$ cat config.mk
export PLATFORM = sky130hd
export DESIGN_NAME = imem_arb
export DESIGN_NICKNAME = d
export VERILOG_FILES = /design/src/rtl/imem_pkg.sv /design/src/rtl/imem_starve_ctr.sv /design/src/rtl/imem_arb.sv
export SDC_FILE = /design/constraint.sdc
export NUM_CORES = 1
export LEC_CHECK = 0
export ABC_AREA = 1
export ABC_CLOCK_PERIOD_IN_PS = 2400
export BUFFER_PORTS_ARGS = -buffer_cell sky130_fd_sc_hd__buf_2
export CAP_MARGIN = 15
export CORE_AREA = 10 10 56 92
export CTS_BUF_LIST = sky130_fd_sc_hd__clkbuf_16
export CTS_CLUSTER_DIAMETER = 150
export DETAILED_ROUTE_END_ITERATION = 7
export DIE_AREA = 0 0 66 102
export PLACE_DENSITY = 0.86
export SLEW_MARGIN = 5
export SYNTH_ARGS = -nofsm -noshare
export SYNTH_HDL_FRONTEND = slang
export SYNTH_SLANG_ARGS = --single-unit
export TNS_END_PERCENT = 1
$ cat constraint.sdc
create_clock -name clk -period 2.4 [get_ports clk]
set_input_delay 0.12 -clock clk [delete_from_list [all_inputs] [get_ports clk]]
set_output_delay 0.12 -clock clk [all_outputs]
set_load 0.1 [all_outputs]
$ cat src/rtl/imem_pkg.sv
// Shared widths and arbiter state encoding for the instruction-memory arbiter.
package imem_pkg;
  localparam int IMEM_AW = 10;
  localparam int IMEM_DW = 32;

  typedef enum logic [1:0] {
    IDLE,
    FETCH,
    LOAD
  } arb_state_t;
endpackage

$ cat src/rtl/imem_starve_ctr.sv
// Saturating count of cycles the loader has waited; o_force flags that the
// loader must win the next arbitration.
module imem_starve_ctr #(
  parameter int STARVE_MAX = 8
) (
  input  logic clk,
  input  logic rst,
  input  logic i_wait,
  input  logic i_clr,
  output logic o_force
);
  localparam logic [3:0] CNT_MAX = 4'(STARVE_MAX);

  logic [3:0] r_cnt;

  function automatic logic [3:0] sat_inc(input logic [3:0] v);
    return (v == CNT_MAX) ? v : v + 4'd1;
  endfunction

  always_ff @(posedge clk or posedge rst) begin
    if (rst)
      r_cnt <= '0;
    else if (i_clr)
      r_cnt <= '0;
    else if (i_wait)
      r_cnt <= sat_inc(r_cnt);
  end

  assign o_force = (r_cnt == CNT_MAX);
endmodule

$ cat src/rtl/imem_arb.sv
// Single-port imem arbiter between the fetch stage (reads) and the loader
// (write bursts). Optional perf counters under macro IMEM_ARB_PERF_EN.
module imem_arb
  import imem_pkg::*;
#(
  parameter int STARVE_MAX = 8
) (
  input  logic               clk,
  input  logic               rst,
  input  logic               f_req,
  input  logic [IMEM_AW-1:0] f_addr,
  input  logic               halting,
  output logic               f_gnt,
  output logic               f_rvalid,
  output logic [IMEM_DW-1:0] f_rdata,
  output logic               stall,
  input  logic               ld_valid,
  input  logic [IMEM_AW-1:0] ld_addr,
  input  logic [IMEM_DW-1:0] ld_wdata,
  input  logic               ld_last,
  output logic               ld_ready,
  output logic               mem_en,
  output logic               mem_we,
  output logic [IMEM_AW-1:0] mem_addr,
  output logic [IMEM_DW-1:0] mem_wdata,
  input  logic [IMEM_DW-1:0] mem_rdata
`ifdef IMEM_ARB_PERF_EN
  ,
  output logic [31:0]        perf_fetch,
  output logic [31:0]        perf_load,
  output logic [31:0]        perf_starve
`endif
);
  arb_state_t r_state;
  arb_state_t w_next;
  logic       r_f_rvalid;
  logic       w_force;

  imem_starve_ctr #(
    .STARVE_MAX(STARVE_MAX)
  ) u_starve (
    .clk    (clk),
    .rst    (rst),
    .i_wait (ld_valid && !ld_ready),
    .i_clr  (ld_ready),
    .o_force(w_force)
  );

  always_ff @(posedge clk or posedge rst) begin
    if (rst) begin
      r_state    <= IDLE;
      r_f_rvalid <= 1'b0;
    end else begin
      r_state    <= w_next;
      r_f_rvalid <= f_gnt;
    end
  end

  // Grants are suppressed while rst is high so a burst cut by reset never
  // writes a partial beat.
  always_comb begin
    w_next   = r_state;
    f_gnt    = 1'b0;
    ld_ready = 1'b0;
    if (!rst) begin
      case (r_state)
        IDLE, FETCH: begin
          if (ld_valid && (halting || !f_req || w_force)) begin
            ld_ready = 1'b1;
            w_next   = LOAD;
          end else if (f_req && !halting) begin
            f_gnt  = 1'b1;
            w_next = FETCH;
          end else begin
            w_next = IDLE;
          end
        end
        LOAD: begin
          ld_ready = ld_valid;
          if (!ld_valid || ld_last)
            w_next = IDLE;
        end
        default: w_next = IDLE;
      endcase
    end
  end

  assign mem_en    = f_gnt | ld_ready;
  assign mem_we    = ld_ready;
  assign mem_addr  = ld_ready ? ld_addr : f_addr;
  assign mem_wdata = ld_wdata;
  assign f_rvalid  = r_f_rvalid;
  assign f_rdata   = mem_rdata;
  assign stall     = f_req && !f_gnt && !halting;

`ifdef IMEM_ARB_PERF_EN
  logic [31:0] r_perf_fetch;
  logic [31:0] r_perf_load;
  logic [31:0] r_perf_starve;
  logic        w_force_gnt;

  function automatic logic [31:0] sat_inc32(input logic [31:0] v);
    return (&v) ? v : v + 32'd1;
  endfunction

  // A loader grant out of arbitration while fetch was eligible can only be a forced one.
  assign w_force_gnt = ld_ready && (r_state != LOAD) && f_req && !halting;

  always_ff @(posedge clk or posedge rst) begin
    if (rst) begin
      r_perf_fetch  <= '0;
      r_perf_load   <= '0;
      r_perf_starve <= '0;
    end else begin
      if (f_gnt)       r_perf_fetch  <= sat_inc32(r_perf_fetch);
      if (ld_ready)    r_perf_load   <= sat_inc32(r_perf_load);
      if (w_force_gnt) r_perf_starve <= sat_inc32(r_perf_starve);
    end
  end

  assign perf_fetch  = r_perf_fetch;
  assign perf_load   = r_perf_load;
  assign perf_starve = r_perf_starve;
`endif
endmodule

==> results.md, run 1 <==
- Placeable core area: 0.00359 mm²
- Chip width: 66 µm
- Max-slew violation count: 0
- Distinct cell type count of the synthesized netlist: 16
- Synthesized instance count: 152
- Post-detailed-route via-to-cell ratio: 4.68
- Area share of the largest cell type after synthesis: 45.0%
- Number of rows in the core area: 29
- Achievable frequency: 448 MHz
- Global router's overall resource usage: 9.29%
- Final standard cell area without fillers: 938 µm²
- Headroom to the max-slew limit: between 60% and 70%
- HPWL after detailed placement: around 2.9 mm
- Non-filler cells, final: 176
- Clock tree from TritonCTS: built
- Share of synthesized area occupied by flip-flops and latches: 16.1%
- Count of routing violations after the opening detailed-route iteration: 27
- Worst Path Class, Setup: reg2out
- DIE HEIGHT: around 100 µm
- Maxcap violations: 0
- Die Area: 0.00673 mm²
- Hold/Removal Path Class: in2out
- Number of clock sinks seen by CTS: 7
- Static Leakage: 0.556 nW
- Maximum clock path buffer count: 2
- Effective utilization at floorplan: a little under a third
- Syn Std Cell Area: 0.00108 mm²
- EDFF count, synth: 0
- Sum of negative setup slack: 0 ns
- Count of buffers inserted at the top-level ports: 41
- Mean routed wirelength per cell: 18.9 µm
- Final count of negative-setup-slack endpoints: 0
- Async S/R FF share, synth: 100%
- Count of nets after finishing: roughly 220
- Number of top-level pins: between 150 and 200
- Post-synthesis area per instance: 7.14 µm²
- Critical path arrival: about 2.1 ns
- Status: finished clean
- Dpl cell area: roughly 850 µm²
- Remaining Overflow, GRT: 0
- Sort of element at the end of the critical path: output port
- Number of cells after detailed placement: 171
- Sum of internal, switching and leakage power: 878 µW
- VDD IR-drop max: 0.000376 V
- Root buffer cell: sky130_fd_sc_hd__clkbuf_16
- Maximum number of pins on one net before global-route repair: 13
- Setup repair after global routing missed its margin: yes
- Final period demand of the worst path: 2.23 ns
- Dominant cell by count in the synthesized netlist: sky130_fd_sc_hd__buf_4
- Most used flip-flop cell after synthesis: sky130_fd_sc_hd__dfrtp_1
- Cell type with the largest total area after synthesis: sky130_fd_sc_hd__buf_4
- Setup crit start kind: register
- Clock transition at the registers of the reported paths: 0.03 ns
- Via count of the first global-routing pass: 845
- Number of flip-flops and latches in the synthesized netlist: 7
- Wire length after detailed routing: 3.32 mm
- Number of diodes: 0
- Synthesis-to-layout area growth: -13.5%
- Detailed-routing iteration count for the pre-antenna-repair pass: 4
- Net Count, Synth: 244
- Number of antenna violations at the first check in global routing: 0
- Final weighted congestion of routability-driven global placement: 0.925
- Final clock skew: around 0.00075 ns
- R2R Setup Slk: 0.55 ns
- List of most frequent post-synthesis cells: sky130_fd_sc_hd__buf_4, sky130_fd_sc_hd__nand2_1, sky130_fd_sc_hd__inv_1, sky130_fd_sc_hd__nand3_1, sky130_fd_sc_hd__nor2_1
- Worst-margin pin slew: 0.495 ns
- First-pass GRT wire length: between 4 and 5 mm
- Tcrit/Tclk final: 93.0%
- Total clock buffers created by CTS: 3
- Synth area leaders: sky130_fd_sc_hd__buf_4, sky130_fd_sc_hd__dfrtp_1, sky130_fd_sc_hd__nand2_1
- Final Hold Viols: 0
- Share of post-route cells with drive strength above 1: approximately 40%
- H-Tree Level Count: 1
- Final design utilization: 26.1%
- YS warnings: 0
- Vias: 823
- Largest driver fanout on the critical path: 12
- Clock latency on the worst-skew pair: 0.23 ns
- Residual antenna-violating net count after detailed routing: 0
- DRC: 0
- Ratio of total power to cell area: around 940 mW/mm²
- Required time at the endpoint of the critical path: 2.28 ns
sequential cells by signal, summed over array words and instances, names as in the netlist:
register and count:
r_state 2, u_starve.r_cnt 4, f_rvalid 1
report_power, final:
group | switching (mW) | total (mW) | leakage (nW) | internal [mW]
Clock | 0.0640 | 0.281 | 0.0423 | 0.217
Combinational | 0.316 | 0.420 | 0.423 | 0.104
Sequential | 0.0303 | 0.178 | 0.0914 | 0.148
cell type report:
| class | instances | area [µm²] |
|---|---|---|
| inverter | 12 | 45.0 |
| clock inverter | 1 | 3.75 |
| multi-input combinational | 64 | 329 |
| timing repair buffer | 43 | 253 |
| tap | 46 | 57.6 |
| clock buffer | 3 | 75.1 |
| sequential | 7 | 175 |
| fill | 390 | 2650 |
cells in the final DEF, fill, tap and decap left out:
master,count
sky130_fd_sc_hd__nand3_4,1
sky130_fd_sc_hd__dlygate4sd3_1,1
sky130_fd_sc_hd__o21ai_0,1
sky130_fd_sc_hd__a21oi_1,1
sky130_fd_sc_hd__inv_1,13
sky130_fd_sc_hd__ha_1,2
sky130_fd_sc_hd__buf_2,39
sky130_fd_sc_hd__clkbuf_16,3
sky130_fd_sc_hd__buf_4,1
sky130_fd_sc_hd__xor2_1,2
sky130_fd_sc_hd__buf_12,2
sky130_fd_sc_hd__nand3_2,2
sky130_fd_sc_hd__nor2_1,8
sky130_fd_sc_hd__dfrtp_1,7
sky130_fd_sc_hd__nand3_1,12
sky130_fd_sc_hd__nand2_2,4
sky130_fd_sc_hd__nand2_1,28
sky130_fd_sc_hd__nand4_1,3
final timing paths:
path / start / endpoint / cells past startpoint
max: u_starve.r_cnt[0]$_DFFE_PP0P_ / mem_addr[8] / 10
min: mem_rdata[29] / f_rdata[29] / 0
max reg2reg: u_starve.r_cnt[0]$_DFFE_PP0P_ / u_starve.r_cnt[0]$_DFFE_PP0P_ / 9
min reg2reg: r_state[0]$_DFFE_PP0P_ / r_state[0]$_DFFE_PP0P_ / 2
max in group asynchronous: rst / u_starve.r_cnt[3]$_DFFE_PP0P_ / 3
min in group asynchronous: rst / f_rvalid$_DFF_PP0_ / 3
stage by stage:
step,hold WS (ns),worst slack [ns]
3_5_place_dp,0.122,0.402
3_3_place_gp,0.121,0.463
2_1_floorplan,0.0630,0.178
6_report,0.240,0.167
5_1_grt,0.240,-0.000978
4_1_cts,0.241,0.139
logic make-up (layout without fill, tap and decap cells):
logic type | after synthesis | count (layout) | synth area share, %
buffers and inverters | 81 | 59 | 53.5
and+or+nand+nor | 58 | 58 | 25.5
DFF | 7 | 7 | 16.1
adders and majority gates | 2 | 2 | 2.31
AOI/OAI and AO/OA | 2 | 2 | 0.922
xor gates and xnor gates | 2 | 2 | 1.62
critical path, cell delays in order, from the launching register on:
cell	delay (ns)
sky130_fd_sc_hd__dfrtp_1	0.40
sky130_fd_sc_hd__inv_1	0.06
sky130_fd_sc_hd__ha_1	0.22
sky130_fd_sc_hd__nand3_2	0.11
sky130_fd_sc_hd__nand2_2	0.07
sky130_fd_sc_hd__nand3_2	0.08
sky130_fd_sc_hd__nand2_2	0.14
sky130_fd_sc_hd__nand2_2	0.23
sky130_fd_sc_hd__nand2_1	0.08
sky130_fd_sc_hd__nand2_1	0.07
sky130_fd_sc_hd__buf_2	0.42
routing by layer:
layer / up-vias / track usage, % / part of all wire [%]
li1: 357 / - / -
met1: 326 / 4.59 / 22
met2: 77 / 14.9 / 42
met3: 63 / 4.71 / 18
met4: 0 / 17.8 / 17
met5: - / 0 / 0
repair_timing:
action,4_1_cts,5_1_grt
setup endpoints to repair,0,1
hold buffers,1,0
hold endpoints to repair,7,0
setup buffers,0,0
resized for setup,0,0
(Power assumes the default switching activity.)
==> inputs of run 2 (changes only) <==
--- a/config.mk
+++ b/config.mk
@@ -15,6 +15,7 @@
 export DETAILED_ROUTE_END_ITERATION = 7
 export DIE_AREA = 0 0 66 102
 export PLACE_DENSITY = 0.86
+export SETUP_SLACK_MARGIN = 0.2
 export SLEW_MARGIN = 5
 export SYNTH_ARGS = -nofsm -noshare
 export SYNTH_HDL_FRONTEND = slang
==> constraint.sdc (replaced) <==
create_clock -name clk -period 2.4 [get_ports clk]
set_input_delay 0.24 -clock clk [delete_from_list [all_inputs] [get_ports clk]]
set_output_delay 0.24 -clock clk [all_outputs]
set_load 0.1 [all_outputs]
==> run 2 against run 1 <==
  * Critical path depth fell by 2
  * Total power rose by 10%
  * Critical path type unchanged
  * Clock skew barely moved
  * Maximum frequency rose by 6.5%
==> results.md, run 2 (synthesized netlist as in run 1, its figures left out) <==
- Number of top-level pins: 170 (unchanged)
- Final clock skew: 0.000558 ns (-0.000194 ns)
- Endpoint of the lowest-slack register-to-register path: u_starve.r_cnt[1]$_DFFE_PP0P_
- Effective utilization at floorplan: 30.2% (unchanged)
- Largest register FFs: 4 (unchanged)
- First-pass GRT wire length: 4.64 mm (+0.58%)
- Synthesis-to-layout area growth: 4.27%
- Global router's overall resource usage: 9.64% (+0.35 points)
- Commonest non-fill, non-tap cells in the layout: sky130_fd_sc_hd__nand2_1, sky130_fd_sc_hd__buf_2, sky130_fd_sc_hd__buf_12, sky130_fd_sc_hd__inv_1, sky130_fd_sc_hd__nand3_1
- Sum of negative setup slack: 0 ns (unchanged)
- Register with the most flip-flops: u_starve.r_cnt
- FF-to-FF path depth: 10 (+1)
- Worst Path Class, Setup: reg2out
- Max-slew violation count: 0 (unchanged)
- Post-detailed-route via-to-cell ratio: 4.70 (+0.44%)
- Via count of the first global-routing pass: 867 (+2.6%)
- Final count of negative-setup-slack endpoints: 0 (unchanged)
- Number of cells after detailed placement: 171 (unchanged)
- Worst-margin pin slew: 0.501 ns (+0.00559 ns)
- Remaining Overflow, GRT: 0 (unchanged)
- Internal Pwr Total: 541 µW (+15%)
- Count of nets after finishing: 225 (+0.90%)
- Required time at the endpoint of the critical path: 2.16 ns (-0.12 ns)
- Final weighted congestion of routability-driven global placement: 0.758 (-18%)
- Sum of internal, switching and leakage power: 969 µW (+10%)
- Headroom to the max-slew limit: 66.8% (-0.37 points)
- Count of buffers inserted at the top-level ports: 41 (unchanged)
- Detailed-routing iteration count for the pre-antenna-repair pass: 3 (-1)
- Vias: 836 (+1.6%)
- Mean routed wirelength per cell: 19.1 µm (+1.3%)
- Combinational group share of total power: 53.1% (+5.3 points)
- Maxcap violations: 0 (unchanged)
- Non-filler cells, final: 178 (+1.1%)
- Static Leakage: 0.619 nW (+11%)
- Critical path arrival: 1.86 ns (-0.25 ns)
- Number of diodes: 0 (unchanged)
- Share of post-route cells with drive strength above 1: 41.7% (+1.7 points)
- Sort of element at the end of the critical path: output port
- DIE HEIGHT: 102 µm (unchanged)
- Largest driver fanout on the critical path: 4 (-8)
- Net switching share of the total power: 44.2% (-2.5 points)
- R2R Setup Slk: 0.72 ns (+0.17 ns)
- Number of clock sinks seen by CTS: 7 (unchanged)
- Ratio of total power to cell area: 856 mW/mm² (-8.5%)
- Status: finished clean
- Share of total power in the clock network: 28.7% (-3.3 points)
- Clock transition at the registers of the reported paths: 0.03 ns (about the same)
- Die Area: 0.00673 mm² (unchanged)
- Clock latency on the worst-skew pair: 0.23 ns (about the same)
- Final standard cell area without fillers: 0.00113 mm² (+21%)
- Residual antenna-violating net count after detailed routing: 0 (unchanged)
- Number of rows in the core area: 29 (unchanged)
- DRC: 0 (unchanged)
- Maximum clock path buffer count: 2 (unchanged)
- Worst slack at placement: 0.383 ns (-0.0190 ns)
- # fillers: 384 (-1.5%)
- Tcrit/Tclk final: 87.4% (-5.6 points)
- Achievable frequency: 477 MHz (+6.5%)
- Wire length after detailed routing: 3.40 mm (+2.5%)
- Maximum number of pins on one net before global-route repair: 13 (unchanged)
- Launch point of the worst reg-to-reg path: u_starve.r_cnt[0]$_DFFE_PP0P_
- Chip width: 66 µm (unchanged)
- H-Tree Level Count: 1 (unchanged)
- Clock tree from TritonCTS: built
- Final Hold Viols: 0 (unchanged)
- Total clock buffers created by CTS: 3 (unchanged)
- Placeable core area: 0.00359 mm² (unchanged)
- Setup crit start kind: register
- HPWL after detailed placement: 2.84 mm (-1.7%)
- Setup repair after global routing missed its margin: yes
- Root buffer cell: sky130_fd_sc_hd__clkbuf_16
- Reg power frac: 18.2% (-2.1 points)
- Net Sw Power: 428 µW (+4.4%)
- Worst path setup slack after routing: 0.302 ns (+0.135 ns)
- VDD IR-drop max: 0.000243 V (-35%)
- Count of routing violations after the opening detailed-route iteration: 25 (-7.4%)
- Dpl cell area: 0.00102 mm² (+20%)
- Final period demand of the worst path: 2.10 ns (-0.135 ns)
- Number of antenna violations at the first check in global routing: 0 (unchanged)
- Hold/Removal Path Class: in2async
-- run 2: cell count changes in the layout (fill, tap and decap cells not counted), sizes merged --
cell / change
inv: -1
clkinvlp: +1
nand2: +1
buf: +1
-- run 2: final cells by class --
class	instances	area, µm²	share of cell area [%]
multi-input combinational	65	345	30.5
sequential	7	175	15.5
timing repair buffer	44	425	37.6
clock inverter	1	3.75	0.332
tap	46	57.6	5.09
inverter	12	48.8	4.31
clock buffer	3	75.1	6.64
-- run 2: worst max-delay path, cell delays in order (launching register included) --
cell	delay, ns
sky130_fd_sc_hd__dfrtp_1	0.38
sky130_fd_sc_hd__inv_1	0.06
sky130_fd_sc_hd__ha_1	0.21
sky130_fd_sc_hd__nand3_2	0.11
sky130_fd_sc_hd__nand2_2	0.06
sky130_fd_sc_hd__nand2_1	0.06
sky130_fd_sc_hd__nand4_1	0.17
sky130_fd_sc_hd__inv_1	0.13
sky130_fd_sc_hd__buf_2	0.44
-- run 2: how the worst max path moves through the flow --
stage / start / to / slack (ns) / cells after the start
2_1_floorplan: u_starve.r_cnt[0]$_DFFE_PP0P_ / mem_we / 0.27 / 9
3_3_place_gp: u_starve.r_cnt[0]$_DFFE_PP0P_ / ld_ready / 0.42 / 9
3_5_place_dp: u_starve.r_cnt[0]$_DFFE_PP0P_ / mem_we / 0.38 / 9
4_1_cts: u_starve.r_cnt[0]$_DFFE_PP0P_ / ld_ready / 0.23 / 9
5_1_grt: u_starve.r_cnt[0]$_DFFE_PP0P_ / f_gnt / 0.16 / 8
6_report: u_starve.r_cnt[0]$_DFFE_PP0P_ / f_gnt / 0.30 / 8
-- run 2: stage by stage --
stage	util, %	hold slack (ns)
5_1_grt	31.5	0.334
2_1_floorplan	-	0.183
4_1_cts	31.0	0.245
3_5_place_dp	28.4	0.218
6_report	31.5	0.287
3_3_place_gp	28.4	0.215
-- run 2: per-layer routing --
layer  routed length (µm)  track usage, %
met5                    0               0
met3                  572            4.60
met1                  779            5.41
met4                  646            20.7
met2                 1400            13.9
-- run 2: power groups by stage --
stage	logic, mW	clock network [mW]	registers, mW
global placement	0.506	0	0.175
global route	0.554	0.294	0.183
finish	0.514	0.278	0.176
detailed placement	0.509	0	0.178
floorplan	0.852	0	0.176
CTS	0.514	0.287	0.176
-- run 2: timing repair --
item                                    in CTS  in global routing
pin swaps                                    0                  1
setup buffers                                0                  1
hold endpoints to repair                     3                  0
gates cloned                                 0                  1
endpoints found under the setup margin       2                 14
hold buffers                                 1                  0
resized for setup                            1                  1
